==> src/rtl/veda_pkg.sv <==
// veda_pkg: shared widths, memory mode encodings and the record types used by
// the veda command scheduler and its write buffer.
package veda_pkg;

  localparam int ADDR_W = 5;
  localparam int DATA_W = 32;

  localparam logic MODE_SCRIBBLE  = 1'b0;
  localparam logic MODE_INTERPRET = 1'b1;

  typedef logic [ADDR_W-1:0] addr_t;
  typedef logic [DATA_W-1:0] data_t;

  // One buffered write.
  typedef struct packed {
    addr_t addr;
    data_t data;
  } wentry_t;

  // One stage of the read response pipeline.
  typedef struct packed {
    logic  valid;
    logic  fwd;
    data_t data;
  } rsp_stage_t;

  // Per-cycle issue choice, encoded as {head_valid, read_needs_memory}.
  typedef enum logic [1:0] {
    ISSUE_IDLE  = 2'b00,
    ISSUE_READ  = 2'b01,
    ISSUE_WRITE = 2'b10,
    ISSUE_BOTH  = 2'b11
  } issue_e;

endpackage

==> src/rtl/veda_sched_if.sv <==
// veda_sched_if: request/response channels and the memory command bus of the
// veda scheduler. master = client plus memory side, slave = the scheduler.
interface veda_sched_if #(
  parameter int WBUF_DEPTH = 4
);
  import veda_pkg::*;

  localparam int CNT_W = $clog2(WBUF_DEPTH) + 1;

  logic             wr_valid;
  logic             wr_ready;
  addr_t            wr_addr;
  data_t            wr_data;
  logic             rd_valid;
  logic             rd_ready;
  addr_t            rd_addr;
  logic             rsp_valid;
  data_t            rsp_data;
  logic [CNT_W-1:0] wbuf_count;
  logic             mem_mode;
  logic             mem_we;
  addr_t            mem_addr_a;
  addr_t            mem_addr_b;
  data_t            mem_data_in;
  data_t            mem_data_out;

  modport master (
    output wr_valid, wr_addr, wr_data, rd_valid, rd_addr, mem_data_out,
    input  wr_ready, rd_ready, rsp_valid, rsp_data, wbuf_count,
           mem_mode, mem_we, mem_addr_a, mem_addr_b, mem_data_in
  );

  modport slave (
    input  wr_valid, wr_addr, wr_data, rd_valid, rd_addr, mem_data_out,
    output wr_ready, rd_ready, rsp_valid, rsp_data, wbuf_count,
           mem_mode, mem_we, mem_addr_a, mem_addr_b, mem_data_in
  );

endinterface

==> src/rtl/veda_wbuf.sv <==
// veda_wbuf: circular write buffer with head/tail pointers and an associative
// search port returning the newest entry matching a given address.
// Callers only push when not full and only pop when not empty.
module veda_wbuf
  import veda_pkg::*;
#(
  parameter  int DEPTH = 4,
  localparam int PTR_W = $clog2(DEPTH),
  localparam int CNT_W = PTR_W + 1
) (
  input  logic             clk,
  input  logic             rst,
  input  logic             i_push,
  input  wentry_t          i_entry,
  input  logic             i_pop,
  output wentry_t          o_head,
  output logic             o_empty,
  output logic             o_full,
  output logic [CNT_W-1:0] o_count,
  input  addr_t            i_search_addr,
  output logic             o_hit,
  output data_t            o_hit_data
);

  wentry_t          r_mem [DEPTH];
  logic [PTR_W-1:0] r_head;
  logic [PTR_W-1:0] r_tail;
  logic [CNT_W-1:0] r_count;

  // Entry storage: written at the tail on every accepted push.
  // NOTE: the entry array is not reset; validity is tracked only by r_count, so stale contents are never used.
  always_ff @(posedge clk) begin
    if (i_push) r_mem[r_tail] <= i_entry;
  end

  // Pointer and occupancy bookkeeping.
  // NOTE: non-blocking assignments, so each register is updated from the pre-edge values of the others.
  always_ff @(posedge clk or posedge rst) begin
    if (rst) begin
      r_head  <= '0;
      r_tail  <= '0;
      r_count <= '0;
    end else begin
      if (i_push) r_tail <= r_tail + 1'b1;
      if (i_pop)  r_head <= r_head + 1'b1;
      r_count <= r_count + CNT_W'(i_push) - CNT_W'(i_pop);
    end
  end

  assign o_head  = r_mem[r_head];
  assign o_empty = (r_count == '0);
  assign o_full  = (r_count == CNT_W'(DEPTH));
  assign o_count = r_count;

  // Newest-match search: scan oldest to newest so the last hit wins.
  // NOTE: every output gets a default before the loop, so no path can infer a latch.
  always_comb begin
    logic [PTR_W-1:0] w_idx;
    o_hit      = 1'b0;
    o_hit_data = '0;
    w_idx      = '0;
    for (int i = 0; i < DEPTH; i++) begin
      w_idx = r_head + PTR_W'(i);
      if ((CNT_W'(i) < r_count) && (r_mem[w_idx].addr == i_search_addr)) begin
        o_hit      = 1'b1;
        o_hit_data = r_mem[w_idx].data;
      end
    end
  end

endmodule

==> src/rtl/veda_sched.sv <==
// veda_sched: packs at most one buffered write and one read per cycle into a
// registered command for the 32x32 veda memory, never with addr_a == addr_b,
// and returns read data in order three cycles after acceptance.
// Optional feature macro: VEDA_SCHED_FWD_EN (forward reads from the write
// buffer; when undefined, reads that match a buffered write stall instead).
module veda_sched
  import veda_pkg::*;
#(
  parameter int WBUF_DEPTH = 4
) (
  input logic         clk,
  input logic         rst,
  veda_sched_if.slave bus
);

  localparam int CNT_W = $clog2(WBUF_DEPTH) + 1;

  logic             w_full;
  logic             w_empty;
  logic             w_hit;
  data_t            w_hit_data;
  wentry_t          w_head;
  wentry_t          w_wr_entry;
  logic [CNT_W-1:0] w_count;
  logic             w_wr_ready;
  logic             w_rd_ready;
  logic             w_wr_acc;
  logic             w_rd_acc;
  logic             w_fwd;
  logic             w_rd_mem;
  logic             w_pop;
  issue_e           w_issue;

  logic             w_mode;
  logic             w_we;
  addr_t            w_addr_a;
  addr_t            w_addr_b;
  data_t            w_data_in;

  logic             r_mode;
  logic             r_we;
  addr_t            r_addr_a;
  addr_t            r_addr_b;
  data_t            r_data_in;
  rsp_stage_t       r_p0;
  rsp_stage_t       r_p1;
  logic             r_rsp_valid;
  data_t            r_rsp_data;

  assign w_wr_ready = !rst && !w_full;
`ifdef VEDA_SCHED_FWD_EN
  assign w_rd_ready = !rst;
  assign w_fwd      = w_rd_acc && w_hit;
`else
  assign w_rd_ready = !rst && !w_hit;
  assign w_fwd      = 1'b0;
`endif

  assign w_wr_acc   = bus.wr_valid && w_wr_ready;
  assign w_rd_acc   = bus.rd_valid && w_rd_ready;
  assign w_rd_mem   = w_rd_acc && !w_fwd;
  assign w_pop      = !w_empty;
  assign w_issue    = issue_e'({w_pop, w_rd_mem});
  assign w_wr_entry = '{addr: bus.wr_addr, data: bus.wr_data};

  // The search sees only entries present at the start of the cycle, so a
  // write accepted alongside a read is ordered after that read.
  veda_wbuf #(.DEPTH(WBUF_DEPTH)) u_wbuf (
    .clk           (clk),
    .rst           (rst),
    .i_push        (w_wr_acc),
    .i_entry       (w_wr_entry),
    .i_pop         (w_pop),
    .o_head        (w_head),
    .o_empty       (w_empty),
    .o_full        (w_full),
    .o_count       (w_count),
    .i_search_addr (bus.rd_addr),
    .o_hit         (w_hit),
    .o_hit_data    (w_hit_data)
  );

  // Next memory command; the unused port always points at the inverted
  // address so the two addresses can never collide.
  always_comb begin
    w_mode    = MODE_SCRIBBLE;
    w_we      = 1'b0;
    w_addr_a  = r_addr_a;
    w_addr_b  = r_addr_b;
    w_data_in = r_data_in;
    unique case (w_issue)
      ISSUE_BOTH: begin
        w_mode    = MODE_INTERPRET;
        w_we      = 1'b1;
        w_addr_a  = w_head.addr;
        w_addr_b  = bus.rd_addr;
        w_data_in = w_head.data;
      end
      ISSUE_WRITE: begin
        w_we      = 1'b1;
        w_addr_a  = w_head.addr;
        w_addr_b  = ~w_head.addr;
        w_data_in = w_head.data;
      end
      ISSUE_READ: begin
        w_mode    = MODE_INTERPRET;
        w_addr_a  = ~bus.rd_addr;
        w_addr_b  = bus.rd_addr;
      end
      ISSUE_IDLE: ;
    endcase
  end

  // Registered memory command.
  always_ff @(posedge clk or posedge rst) begin
    if (rst) begin
      r_mode    <= MODE_SCRIBBLE;
      r_we      <= 1'b0;
      r_addr_a  <= '0;
      r_addr_b  <= '0;
      r_data_in <= '0;
    end else begin
      r_mode    <= w_mode;
      r_we      <= w_we;
      r_addr_a  <= w_addr_a;
      r_addr_b  <= w_addr_b;
      r_data_in <= w_data_in;
    end
  end

  // Response pipeline: accept -> memory sample -> response register.
  always_ff @(posedge clk or posedge rst) begin
    if (rst) begin
      r_p0        <= '0;
      r_p1        <= '0;
      r_rsp_valid <= 1'b0;
      r_rsp_data  <= '0;
    end else begin
      r_p0        <= '{valid: w_rd_acc, fwd: w_fwd, data: (w_fwd ? w_hit_data : '0)};
      r_p1        <= r_p0;
      r_rsp_valid <= r_p1.valid;
      if (r_p1.valid) r_rsp_data <= r_p1.fwd ? r_p1.data : bus.mem_data_out;
    end
  end

  assign bus.wr_ready    = w_wr_ready;
  assign bus.rd_ready    = w_rd_ready;
  assign bus.rsp_valid   = r_rsp_valid;
  assign bus.rsp_data    = r_rsp_data;
  assign bus.wbuf_count  = w_count;
  assign bus.mem_mode    = r_mode;
  assign bus.mem_we      = r_we;
  assign bus.mem_addr_a  = r_addr_a;
  assign bus.mem_addr_b  = r_addr_b;
  assign bus.mem_data_in = r_data_in;

endmodule

==> src/flat_wrapper.sv <==
// flat-port wrapper written by rule: the top's interface ports become plain ports
module veda_sched_flat import veda_pkg::*;
#(
  parameter int WBUF_DEPTH = 4
)
  (clk, rst, bus_wr_valid, bus_wr_addr, bus_wr_data, bus_rd_valid, bus_rd_addr, bus_mem_data_out, bus_wr_ready, bus_rd_ready, bus_rsp_valid, bus_rsp_data, bus_wbuf_count, bus_mem_mode, bus_mem_we, bus_mem_addr_a, bus_mem_addr_b, bus_mem_data_in);
  veda_sched_if #(.WBUF_DEPTH(WBUF_DEPTH)) bus_i ();
  input logic clk;
  input logic rst;
  input wire logic [$bits(bus_i.wr_valid)-1:0] bus_wr_valid;
  input wire logic [$bits(bus_i.wr_addr)-1:0] bus_wr_addr;
  input wire logic [$bits(bus_i.wr_data)-1:0] bus_wr_data;
  input wire logic [$bits(bus_i.rd_valid)-1:0] bus_rd_valid;
  input wire logic [$bits(bus_i.rd_addr)-1:0] bus_rd_addr;
  input wire logic [$bits(bus_i.mem_data_out)-1:0] bus_mem_data_out;
  output wire logic [$bits(bus_i.wr_ready)-1:0] bus_wr_ready;
  output wire logic [$bits(bus_i.rd_ready)-1:0] bus_rd_ready;
  output wire logic [$bits(bus_i.rsp_valid)-1:0] bus_rsp_valid;
  output wire logic [$bits(bus_i.rsp_data)-1:0] bus_rsp_data;
  output wire logic [$bits(bus_i.wbuf_count)-1:0] bus_wbuf_count;
  output wire logic [$bits(bus_i.mem_mode)-1:0] bus_mem_mode;
  output wire logic [$bits(bus_i.mem_we)-1:0] bus_mem_we;
  output wire logic [$bits(bus_i.mem_addr_a)-1:0] bus_mem_addr_a;
  output wire logic [$bits(bus_i.mem_addr_b)-1:0] bus_mem_addr_b;
  output wire logic [$bits(bus_i.mem_data_in)-1:0] bus_mem_data_in;
  assign bus_i.wr_valid = bus_wr_valid;
  assign bus_i.wr_addr = bus_wr_addr;
  assign bus_i.wr_data = bus_wr_data;
  assign bus_i.rd_valid = bus_rd_valid;
  assign bus_i.rd_addr = bus_rd_addr;
  assign bus_i.mem_data_out = bus_mem_data_out;
  assign bus_wr_ready = bus_i.wr_ready;
  assign bus_rd_ready = bus_i.rd_ready;
  assign bus_rsp_valid = bus_i.rsp_valid;
  assign bus_rsp_data = bus_i.rsp_data;
  assign bus_wbuf_count = bus_i.wbuf_count;
  assign bus_mem_mode = bus_i.mem_mode;
  assign bus_mem_we = bus_i.mem_we;
  assign bus_mem_addr_a = bus_i.mem_addr_a;
  assign bus_mem_addr_b = bus_i.mem_addr_b;
  assign bus_mem_data_in = bus_i.mem_data_in;
  veda_sched #(.WBUF_DEPTH(WBUF_DEPTH)) u_core (.clk(clk), .rst(rst), .bus(bus_i));
endmodule
==> config.mk <==
export PLATFORM = sky130hd
export DESIGN_NAME = veda_sched_flat
export DESIGN_NICKNAME = d
export VERILOG_FILES = /design/src/rtl/veda_pkg.sv /design/src/rtl/veda_sched_if.sv /design/src/rtl/veda_wbuf.sv /design/src/rtl/veda_sched.sv /design/src/flat_wrapper.sv
export SDC_FILE = /design/constraint.sdc
export NUM_CORES = 1
export LEC_CHECK = 0
export CORE_MARGIN = 3
export CORE_UTILIZATION = 50
export CTS_CLUSTER_DIAMETER = 80
export DETAILED_ROUTE_END_ITERATION = 10
export DONT_BUFFER_PORTS = 1
export PLACE_DENSITY = 0.65
export SLEW_MARGIN = 20
export SYNTH_ARGS = -nofsm -noshare
export SYNTH_HDL_FRONTEND = slang
export SYNTH_SLANG_ARGS = --single-unit
==> constraint.sdc <==
create_clock -name clk -period 2.4 [get_ports clk]
set_clock_uncertainty 0.05 [all_clocks]
set_input_delay 0.12 -clock clk [delete_from_list [all_inputs] [get_ports clk]]
set_output_delay 0.12 -clock clk [all_outputs]
set_load 0.01 [all_outputs]
* Yosys cells after proc, flatten, opt, wreduce, memory -nomap -nowiden
Memory sizes are Yosys's and may differ from the RTL's. Cells that the tools add are included.
Word-level totals: register bits after elaboration 86, memory bits (writable) 148, input port bits 78, output and inout bits 82, word-level logic and storage cells 60, memories 1
Operators by class: add/sub/neg operators 6, $lt $le $gt $ge 4, eq/ne operators 8, multiplexer cells 10, bitwise operators 2, reduce and logical (&&, ||, !) cells 17
Memory list:
- u_core.u_wbuf.r_mem | depth 4, width 37, rd ports 4, clocked after Yosys merged registers in 0, wr ports 1, line veda_wbuf.sv:25 | wentry_t r_mem [DEPTH];
Operators with widths (count):
- == test 5 bit | 4
- one-hot mux 5 bit (2 select lines) | 2
- NOT 5 bit | 2
- logical AND 1 bit | 8
- two-way mux 1 bit | 8
- less-than comparator 1 x 3 -> 1 bit, first input constant | 2
- less-than comparator 2 x 3 -> 1 bit, first input constant | 2
- adder 2 x 1 -> 2 bit, second input constant | 2
- adder 2 bit, second input constant | 2
- == test 2 bit, second input constant | 2
- zero test 1 bit | 4
- nonzero test 2 bit | 2
- OR reduction 2 bit | 2
- adder 3 x 1 -> 3 bit | 1
- == test 3 bit, second input constant | 1
- zero test 3 bit | 1
- subtractor 3 x 1 -> 3 bit | 1
- == test 2 x 1 -> 1 bit, second input constant | 1

* Longest topological paths before layout
Gate-level depths: netlist of run 1. An unclocked memory read counts as a cell.
depth in word-level cells 13, mapped depth 11, depth with buffers taken out 8

* Hierarchy
Synthesis of run 1 repeated with hierarchy kept, for this count alone.
Unflattened totals: cell total of the unflattened synthesis 1032, area total of the unflattened synthesis 12969.9 um^2
By module, submodules not included:
- veda_wbuf | instances 1, cells an instance 840, area each 10005.8 um^2, seq. area each 4619.4 um^2
- veda_sched | instances 1, cells an instance 192, area each 2964.1 um^2, seq. area each 1976.9 um^2

* Least setup slack after synthesis of run 1
OpenSTA, ideal clock, no wires.
path type input port to flip-flop, start input rst, end register u_core.r_addr_a[2] (netlist: u_core.bus.mem_addr_a[2]), library setup time 0.116 ns, data arrival time 3.107 ns, slack -0.872 ns, stages 5, path buffers 1, path through inv_1 -> o311ai_4 -> or2_1 -> buf_6 -> o311ai_0
On the way: word-level cells in the longest chain between the ends 6, elaborated cells on any way between the ends 9, classes of those cells eq/ne (3); mux (1); reduce/logical (5)
Ends and longest elaborated chain:
- start: declaration | line flat_wrapper.sv:9 | input logic rst;
- zero test 1 bit * | line veda_sched.sv:55 | assign w_rd_ready = !rst && !w_hit;
- logical AND 1 bit * | line veda_sched.sv:55
- logical AND 1 bit * | line veda_sched.sv:60 | assign w_rd_acc = bus.rd_valid && w_rd_ready;
- == test 2 bit | line veda_sched.sv:91 | unique case (w_issue)
- OR reduction 2 bit (no source line)
- one-hot mux 5 bit (2 select lines) or nonzero test 2 bit (tied branches)
- end signal: assignment | line veda_sched.sv:125 | r_addr_a <= w_addr_a;
- end: declaration | line veda_sched.sv:42 | addr_t r_addr_a;
Mark *: on every way between the ends. The rest lies on a longest branch, timed or not. A chain may end at the register's enable or synchronous reset.

* Worst setup path in the final report of run 1
start register u_core.u_wbuf.r_head[1], end output bus_rd_ready
On the way: word-level cells in the longest chain between the ends 9, elaborated cells on any way between the ends 18, classes of those cells add/sub (3); eq/ne (4); mux (4); reduce/logical (6); memory (1)
Ends and longest elaborated chain:
- start: declaration | line veda_wbuf.sv:26 | logic [PTR_W-1:0] r_head;
- start signal: assignment | line veda_wbuf.sv:45 | if (i_pop) r_head <= r_head + 1'b1;
- adder 2 x 1 -> 2 bit or memory (4 x 37 bit) (tied branches)
- memory (4 x 37 bit) *
- == test 5 bit or logical AND 1 bit (tied branches) | line veda_wbuf.sv:64 | if ((CNT_W'(i) < r_count) && (r_mem[w_idx].addr == i_search_addr)) begin
- logical AND 1 bit or two-way mux 1 bit (tied branches) | line veda_wbuf.sv:64
- two-way mux 1 bit (2 in series) | line veda_wbuf.sv:64
- two-way mux 1 bit * | line veda_wbuf.sv:64
- zero test 1 bit * | line veda_sched.sv:55
- logical AND 1 bit * | line veda_sched.sv:55
- end: declaration | line flat_wrapper.sv:17 | output wire logic [$bits(bus_i.rd_ready)-1:0] bus_rd_ready;
Marked as above.

==> impl_summary.txt, run 1 <==
----------------------------------------------------
[Outcome]
  Status ... complete, but fails checks
  Violations in the final reports ... negative setup slack

[Placed design]
  Post-detail-place hpwl ... around 12 mm
  Number of I/O port buffers ... 0
  GPL Wtd Cong ... 0.872
  Placed Cells incl. Taps ... slightly below 800

[Critical path]
  Element type at the critical path start ... flip-flop
  Depth of the worst register-to-register path ... 9
  Category of the most critical setup path ... reg2out
  Crit path max fanout ... 7
  Reg-to-reg setup timing slack ... -0.19 ns
  Endpoint required time on the critical path ... roughly 2.2 ns
  Critical register-to-register path startpoint ... u_core.u_wbuf.r_head[1]$_DFFE_PP0N_
  Arrival time reported for the critical path endpoint ... 2.51 ns
  Element type at the critical path end ... primary output
  Endpoint of the most critical register-to-register path ... u_core.bus.mem_addr_a[1]$_DFFE_PP0P_

[Drt]
  Detailed-routing iteration count for the pre-antenna-repair pass ... 4
  Post-detailed-route via-to-cell ratio ... 5.56
  Post-detailed-routing wire length ... roughly 20 mm
  Vias after detailed routing ... 5083
  DRC violation count after routing ... 0
  Number of violations reported at the end of detailed-routing iteration 0 ... 253
  Routed length per placed instance ... 21.5 um
  Post-detailed-route count of antenna-violating nets ... 0

[Floorplanning]
  Core outline area ... 0.0182 mm^2
  Die Y-Extent ... ~140 um
  Row count ... between 40 and 50
  Die area ... 0.0205 mm^2
  Num ports ... 160
  Die Span X ... about 140 um
  Initial standard-cell utilization of the core ... 51.7%

[Power]
  Pleak ... 4.36 nW
  Peak supply drop ... 0.651 mV
  Pwr per Cell Area ... 1190 mW/mm^2
  Overall power consumption ... 13.7 mW

[STA]
  Final number of setup-violating endpoints ... 12
  Final hold violations ... 0
  Final total negative setup slack ... -1.41 ns
  Worst max-slew margin expressed relative to the limit ... 48.8%
  Worst hold slack across all endpoints ... 0.109 ns
  Period minus WS final ... 2.68 ns
  Slew Limit Fails ... 0
  Final worst-path cycle share ... 112%
  RSZ-0062 raised after global routing ... true
  Pin slew with the least headroom to its limit ... 0.768 ns
  Setup WS post-layout ... -0.282 ns
  Highest Clock Rate ... 373 MHz

[CTS]
  Clock transition time at the flip-flop clock pins of the worst setup and hold paths ... 0.06 ns
  Inserted Clock Buffers ... 24
  Skew-Pair Late Insertion Delay ... 0.51 ns
  Root buffer cell ... sky130_fd_sc_hd__clkbuf_16
  Count of H-tree levels built during CTS ... 1
  Number of buffers on the longest clock path ... 3
  Clock tree from TritonCTS ... yes
  Num Clock Sinks ... 234

[Layout]
  Final Instance Count excl. Fillers ... 914
  Layout Area Growth over Synthesis ... 22.6%
  Fin util ... 63.3%
  Most common library cell in the layout ignoring fill and taps ... sky130_fd_sc_hd__edfxtp_1
  Antenna diode count ... 0
  Area of the multi-input gates ... 0.00267 mm^2
  Net count, final ... roughly 750
  Seq. cell area ... 0.00660 mm^2
  Fraction of final layout cells with drive strength greater than 1 ... 25.5%
  Commonest cells after routing, fill and taps aside ... sky130_fd_sc_hd__edfxtp_1, sky130_fd_sc_hd__nand2_1, sky130_fd_sc_hd__dfrtp_1
  Fillers ... 1289

[Worst hold path]
  Hold worst-path end ... u_core.u_wbuf.r_mem[2][1]$_DFFE_PP_
  Path class of the lowest-slack min-delay path ... in2reg
  Worst Hold Launch ... bus_wr_valid
  Worst Hold Path Cells ... 2

[Synth]
  Post-synthesis sequential area ratio ... 70.1%
  Register bit total from synthesis ... 234
  Net count after synthesis ... 651
  Unique cell type count in the Yosys netlist ... 43
  Mean post-synth cell area ... 16.7 um^2
  Yosys warning total ... 0
  Cell accounting for the most synthesized area ... sky130_fd_sc_hd__edfxtp_1
  Biggest area contributors in the synthesized netlist ... sky130_fd_sc_hd__edfxtp_1, sky130_fd_sc_hd__dfrtp_1, sky130_fd_sc_hd__mux4_2
  Proportion of netlist area held by the largest area contributor ... a little under half
  Cell count after synthesis ... roughly 560
  Cell area after synthesis ... about 0.0094 mm^2

[GRT]
  Overall global routing resource usage ... 19.1%
  Pin count of the biggest net entering global routing ... 63
  Number of antenna violations at the first check in global routing ... 0
  Wire length of the first global-routing pass ... 30.1 mm
  Vias in the first global route ... approximately 5500
  Total congestion overflow after global routing ... 0

[Job]
  Number of violations of the max-capacitance limit ... 0

----------------------------------------------------
==> layer usage <==
layer	share of wire, %	global-route usage (%)
met1	41	25.0
met2	50	32.3
met3	6.1	4.22
met4	2.4	5.35
met5	0	0
==> final cells by class <==
| type | count | share of cell area, % |
|---|---|---|
| clock buffer | 38 | 6.01 |
| clock inverter | 6 | 0.575 |
| inverter | 17 | 0.608 |
| multi-input combinational | 281 | 23.2 |
| sequential | 234 | 57.3 |
| tap | 229 | 2.49 |
| timing repair buffer | 109 | 9.89 |
==> kinds of logic (layout without fill, tap and decap cells) <==
group / Yosys count / in the layout / synth area share, %
buf+inv: 49 / 170 / 2.42
fa+ha+maj: 9 / 9 / 1.28
flops: 234 / 234 / 70.1
xor+xnor: 24 / 24 / 2.23
simple gates: 133 / 133 / 5.88
compound gates: 27 / 27 / 2.22
mux: 88 / 88 / 15.8
==> metrics by stage <==
| stage | worst slack, ns | cell area (um^2) |
|---|---|---|
| 5_1_grt | -0.405 | 11500 |
| 6_report | -0.282 | 11500 |
| 3_5_place_dp | -0.110 | 9890 |
| 3_3_place_gp | -0.0325 | 9890 |
| 4_1_cts | -0.273 | 11500 |
| 2_1_floorplan | 0.00975 | 9410 |
==> sequential cells by signal, indices dropped and copies added (netlist names) <==
name and cells:
u_core.bus.mem_we 1, u_core.r_p0 1, u_core.bus.mem_data_in 32, u_core.u_wbuf.r_head 2, u_core.r_p1 1, u_core.bus.rsp_valid 1, u_core.u_wbuf.o_count 3, u_core.u_wbuf.r_tail 2
u_core.bus.mem_addr_a 5, u_core.bus.rsp_data 32, u_core.bus.mem_mode 1, u_core.bus.mem_addr_b 5, u_core.u_wbuf.r_mem 148
==> cells in the mapped netlist, drive strengths merged <==
library cell  count
mux2             32
o21ai             7
mux2i            12
mux4             44
a21oi             3
a31oi             2
edfxtp          148
o31ai             2
inv              17
buf              17
nand2           104
dfrtp            86
fa                1
and3              4
o311ai            3
o22ai             1
nor2              3
ha                8
or3               3
o211ai            3
xnor2            20
a21o              1
nor3              9
o21bai            2
clkbuf           15
nand4             2
nand3             2
or2               1
nand2b            2
a21boi            1
o21ba             2
xor2              4
nor3b             2
and2              1
==> worst max path at each step <==
stage | start | to | slack (ns) | depth (start not counted)
after floorplan | u_core.u_wbuf.o_count[1]$_DFF_PP0_ | u_core.u_wbuf.o_count[2]$_DFF_PP0_ | 0.01 | 10
after global placement | u_core.u_wbuf.r_head[0]$_DFFE_PP0N_ | u_core.bus.mem_addr_b[1]$_DFFE_PP0P_ | -0.03 | 9
after detailed placement | u_core.u_wbuf.r_head[0]$_DFFE_PP0N_ | u_core.bus.mem_addr_b[0]$_DFFE_PP0P_ | -0.11 | 9
after CTS | u_core.u_wbuf.r_head[0]$_DFFE_PP0N_ | bus_rd_ready | -0.27 | 7
after global routing | u_core.u_wbuf.r_head[1]$_DFFE_PP0N_ | bus_rd_ready | -0.40 | 7
final | u_core.u_wbuf.r_head[1]$_DFFE_PP0N_ | bus_rd_ready | -0.28 | 7
==> what timing repair did <==
action,CTS,global route
setup buffers,4,0
gates resized for setup,11,17
hold buffers,77,0
endpoints found under the setup margin,13,13
endpoints found under the hold margin,287,0
==> worst max-delay path, cell delays in order (launching register included) <==
cell	delay (ns)
sky130_fd_sc_hd__dfrtp_2	0.49
sky130_fd_sc_hd__mux4_2	0.56
sky130_fd_sc_hd__xnor2_2	0.15
sky130_fd_sc_hd__nand4_1	0.14
sky130_fd_sc_hd__or3_4	0.38
sky130_fd_sc_hd__o211ai_2	0.09
sky130_fd_sc_hd__buf_6	0.13
sky130_fd_sc_hd__nor3_4	0.04
==> where the power goes <==
part           switching [mW]  internal (mW)  leakage [nW]  total (mW)
combinational            1.95           1.99          1.63        3.94
clock                    1.44           2.09         0.373        3.53
sequential              0.964           5.28          2.35        6.25
total                    4.35           9.37          4.36        13.7
No activity file was read; power rests on OpenSTA's default activity.
==> run 2, diff against run 1 <==
- CELL_PAD_IN_SITES_DETAIL_PLACEMENT: default -> 0
- CELL_PAD_IN_SITES_GLOBAL_PLACEMENT: default -> 1
- CORE_MARGIN: 3 -> 2
- CORE_UTILIZATION: 50 -> 48
- PLACE_DENSITY: 0.65 -> 0.73
==> run 2 against run 1 <==
The flow still finishes with violations (negative setup slack). Critical path depth is 1 higher. Non-clock buffer count up 12. Via count is 0.35% higher. First-iteration DRC count down 9.9%. Count of clock-buffer cells in the layout shrank 5. Die area increased by 1.2%. Routed wire length down 3.4%. Worst setup slack better by 0.0025 ns. Combinational power increased by 5%. Sequential power down 0.8%. Clock power up 3%. Core utilization fell by 2.9 points. Critical path type unchanged.
==> impl_summary.txt, run 2 (synthesized netlist as in run 1, its figures left out) <==
----------------------------------------------------
[Critical path]
  Element type at the critical path start ... flip-flop
  Reg-to-reg setup timing slack ... -0.21 ns
  Depth of the worst register-to-register path ... 10
  Endpoint required time on the critical path ... 2.23 ns
  Category of the most critical setup path ... reg2out
  Element type at the critical path end ... primary output
  Endpoint of the most critical register-to-register path ... u_core.bus.mem_addr_b[4]$_DFFE_PP0P_
  Arrival time reported for the critical path endpoint ... 2.51 ns
  Crit path max fanout ... 8
  Critical register-to-register path startpoint ... u_core.u_wbuf.r_head[0]$_DFFE_PP0N_

[Drt]
  Post-detailed-routing wire length ... roughly 19 mm
  Detailed-routing iteration count for the pre-antenna-repair pass ... 6
  Number of violations reported at the end of detailed-routing iteration 0 ... 228
  Routed length per placed instance ... roughly 20 um
  Post-detailed-route count of antenna-violating nets ... 0
  DRC violation count after routing ... 0
  Vias after detailed routing ... 5101
  Post-detailed-route via-to-cell ratio ... 5.29

[CTS]
  Clock tree from TritonCTS ... yes
  Number of buffers on the longest clock path ... 3
  Clock transition time at the flip-flop clock pins of the worst setup and hold paths ... about 0.06 ns
  Count of H-tree levels built during CTS ... 1
  Skew-Pair Late Insertion Delay ... 0.52 ns
  Root buffer cell ... sky130_fd_sc_hd__clkbuf_16
  Inserted Clock Buffers ... 25
  Num Clock Sinks ... 234

[STA]
  Slew Limit Fails ... 0
  Setup WS post-layout ... -0.279 ns
  Final number of setup-violating endpoints ... 11
  Highest Clock Rate ... 373 MHz
  Period minus WS final ... 2.68 ns
  Final hold violations ... 0
  Pin slew with the least headroom to its limit ... 0.791 ns
  Worst max-slew margin expressed relative to the limit ... 47.3%
  Final worst-path cycle share ... 112%
  RSZ-0062 raised after global routing ... true

[GRT]
  Vias in the first global route ... between 5000 and 6000
  Total congestion overflow after global routing ... 0
  Overall global routing resource usage ... 18.7%
  Number of antenna violations at the first check in global routing ... 1
  Wire length of the first global-routing pass ... 29.6 mm
  Pin count of the biggest net entering global routing ... 63

[Worst hold path]
  Worst Hold Path Cells ... 4
  Path class of the lowest-slack min-delay path ... in2reg
  Hold worst-path end ... u_core.u_wbuf.r_tail[1]$_DFFE_PP0P_
  Worst Hold Launch ... rst

[Layout]
  Flip-flop count of the largest register after layout ... 148
  Layout Area Growth over Synthesis ... 24.1%
  Fraction of final layout cells with drive strength greater than 1 ... 26.6%
  Final Instance Count excl. Fillers ... roughly 970
  Net count, final ... roughly 770
  Fillers ... 1458
  Commonest cells after routing, fill and taps aside ... sky130_fd_sc_hd__edfxtp_1, sky130_fd_sc_hd__nand2_1, sky130_fd_sc_hd__dfrtp_1
  Most common library cell in the layout ignoring fill and taps ... sky130_fd_sc_hd__edfxtp_1
  Register name with the most flops ... u_core.u_wbuf.r_mem
  Fin util ... 60.4%

[Power]
  Peak supply drop ... 0.671 mV
  Switching part of the total power ... 31.7%
  Total net switching power ... about 4.4 mW
  Pwr per Cell Area ... between 1000 and 1500 mW/mm^2
  Combinational share of power ... between 20% and 30%
  Clock network fraction of total power ... 26.0%
  Internal power ... 9.55 mW
  Part of the power in registers ... 44.4%
  Pleak ... 4.44 nW

[Floorplanning]
  Die Span X ... 144 um
  Initial standard-cell utilization of the core ... 48.7%
  Die Y-Extent ... 144 um
  Die area ... 0.0207 mm^2
  Core outline area ... a little under 0.02 mm^2
  Num ports ... 160
  Row count ... 51

[Placed design]
  GPL Wtd Cong ... 0.774
  Post-detail-place hpwl ... 12.0 mm
  Worst setup slack before clock tree synthesis ... -0.156 ns
  Placed Cells incl. Taps ... 829
  Number of I/O port buffers ... 0

[Outcome]
  Violations in the final reports ... negative setup slack
  Status ... complete, but fails checks

[Job]
  Number of violations of the max-capacitance limit ... 0

----------------------------------------------------
==> run 2: cell count changes in the layout (fill, tap and decap cells not counted), sizes merged <==
cell,previous run,this run
buf,32,44
diode,0,1
clkinv,5,9
clkbuf,38,33
inv,16,19
==> run 2: cell type report <==
type	count	area, um^2	share of cell area, %
Sequential cell	234	6600	56.5
Multi-Input combinational cell	281	2660	22.8
Timing Repair Buffer	121	1220	10.4
Clock buffer	33	686	5.87
Tap cell	265	332	2.84
Clock inverter	13	108	0.922
Inverter	17	70.1	0.600
Antenna cell	1	2.50	0.0214
==> run 2: metrics by stage <==
stage,cell area [um^2],TNS [ns],power (mW),hold WS (ns)
floorplan,9410,0,8.89,0.169
CTS,11600,-1.39,14.1,0.00986
global route,11700,-2.84,14.8,0.0320
global placement,9900,-0.998,9.85,0.106
detailed placement,9900,-1.23,9.97,0.109
finish,11700,-1.52,14.0,0.0265
==> run 2: per-layer routing <==
metal	wire length, um	up-vias	GRT usage, %
li1	-	2313	-
met1	7880	2590	24.2
met2	9380	166	32.1
met3	1290	32	4.44
met4	438	0	4.59
met5	0	-	0
==> run 2: worst max-delay path by stage <==
stage / startpoint / end / slack [ns] / cells after the start
floorplan: u_core.u_wbuf.o_count[1]$_DFF_PP0_ / u_core.u_wbuf.o_count[2]$_DFF_PP0_ / 0.01 / 10
detailed placement: u_core.u_wbuf.r_head[1]$_DFFE_PP0N_ / u_core.bus.mem_addr_b[4]$_DFFE_PP0P_ / -0.16 / 8
finish: u_core.u_wbuf.r_head[0]$_DFFE_PP0N_ / bus_rd_ready / -0.28 / 8
global placement: u_core.u_wbuf.r_head[1]$_DFFE_PP0N_ / u_core.bus.mem_addr_a[2]$_DFFE_PP0P_ / -0.12 / 8
global route: u_core.u_wbuf.r_head[0]$_DFFE_PP0N_ / bus_rd_ready / -0.40 / 9
CTS: u_core.u_wbuf.r_head[0]$_DFFE_PP0N_ / bus_rd_ready / -0.29 / 9
==> run 2: worst max-delay path, stage by stage, from the launching register on <==
cell	delay (ns)
sky130_fd_sc_hd__dfrtp_4	0.54
sky130_fd_sc_hd__buf_6	0.16
sky130_fd_sc_hd__buf_12	0.12
sky130_fd_sc_hd__mux4_2	0.42
sky130_fd_sc_hd__xor2_1	0.16
sky130_fd_sc_hd__or3_1	0.32
sky130_fd_sc_hd__o211ai_2	0.10
sky130_fd_sc_hd__buf_6	0.13
sky130_fd_sc_hd__nor3_4	0.04
==> run 2: repair_timing <==
| item | CTS | global route |
|---|---|---|
| hold endpoints to repair | 281 | 0 |
| resized for setup | 21 | 7 |
| cloned | 0 | 0 |
| hold buffers | 77 | 0 |
| pin swaps | 6 | 1 |
| endpoints found under the setup margin | 13 | 13 |
| setup buffers | 10 | 2 |
==> run 2: power by group through the flow <==
stage                     logic (mW)  clock network [mW]  registers (mW)
after global routing            4.60                3.90            6.34
after global placement          3.54                   0            6.31
after detailed placement        3.63                   0            6.34
final                           4.14                3.63            6.20
after floorplan                 2.87                   0            6.03
after CTS                       4.12                3.73            6.22
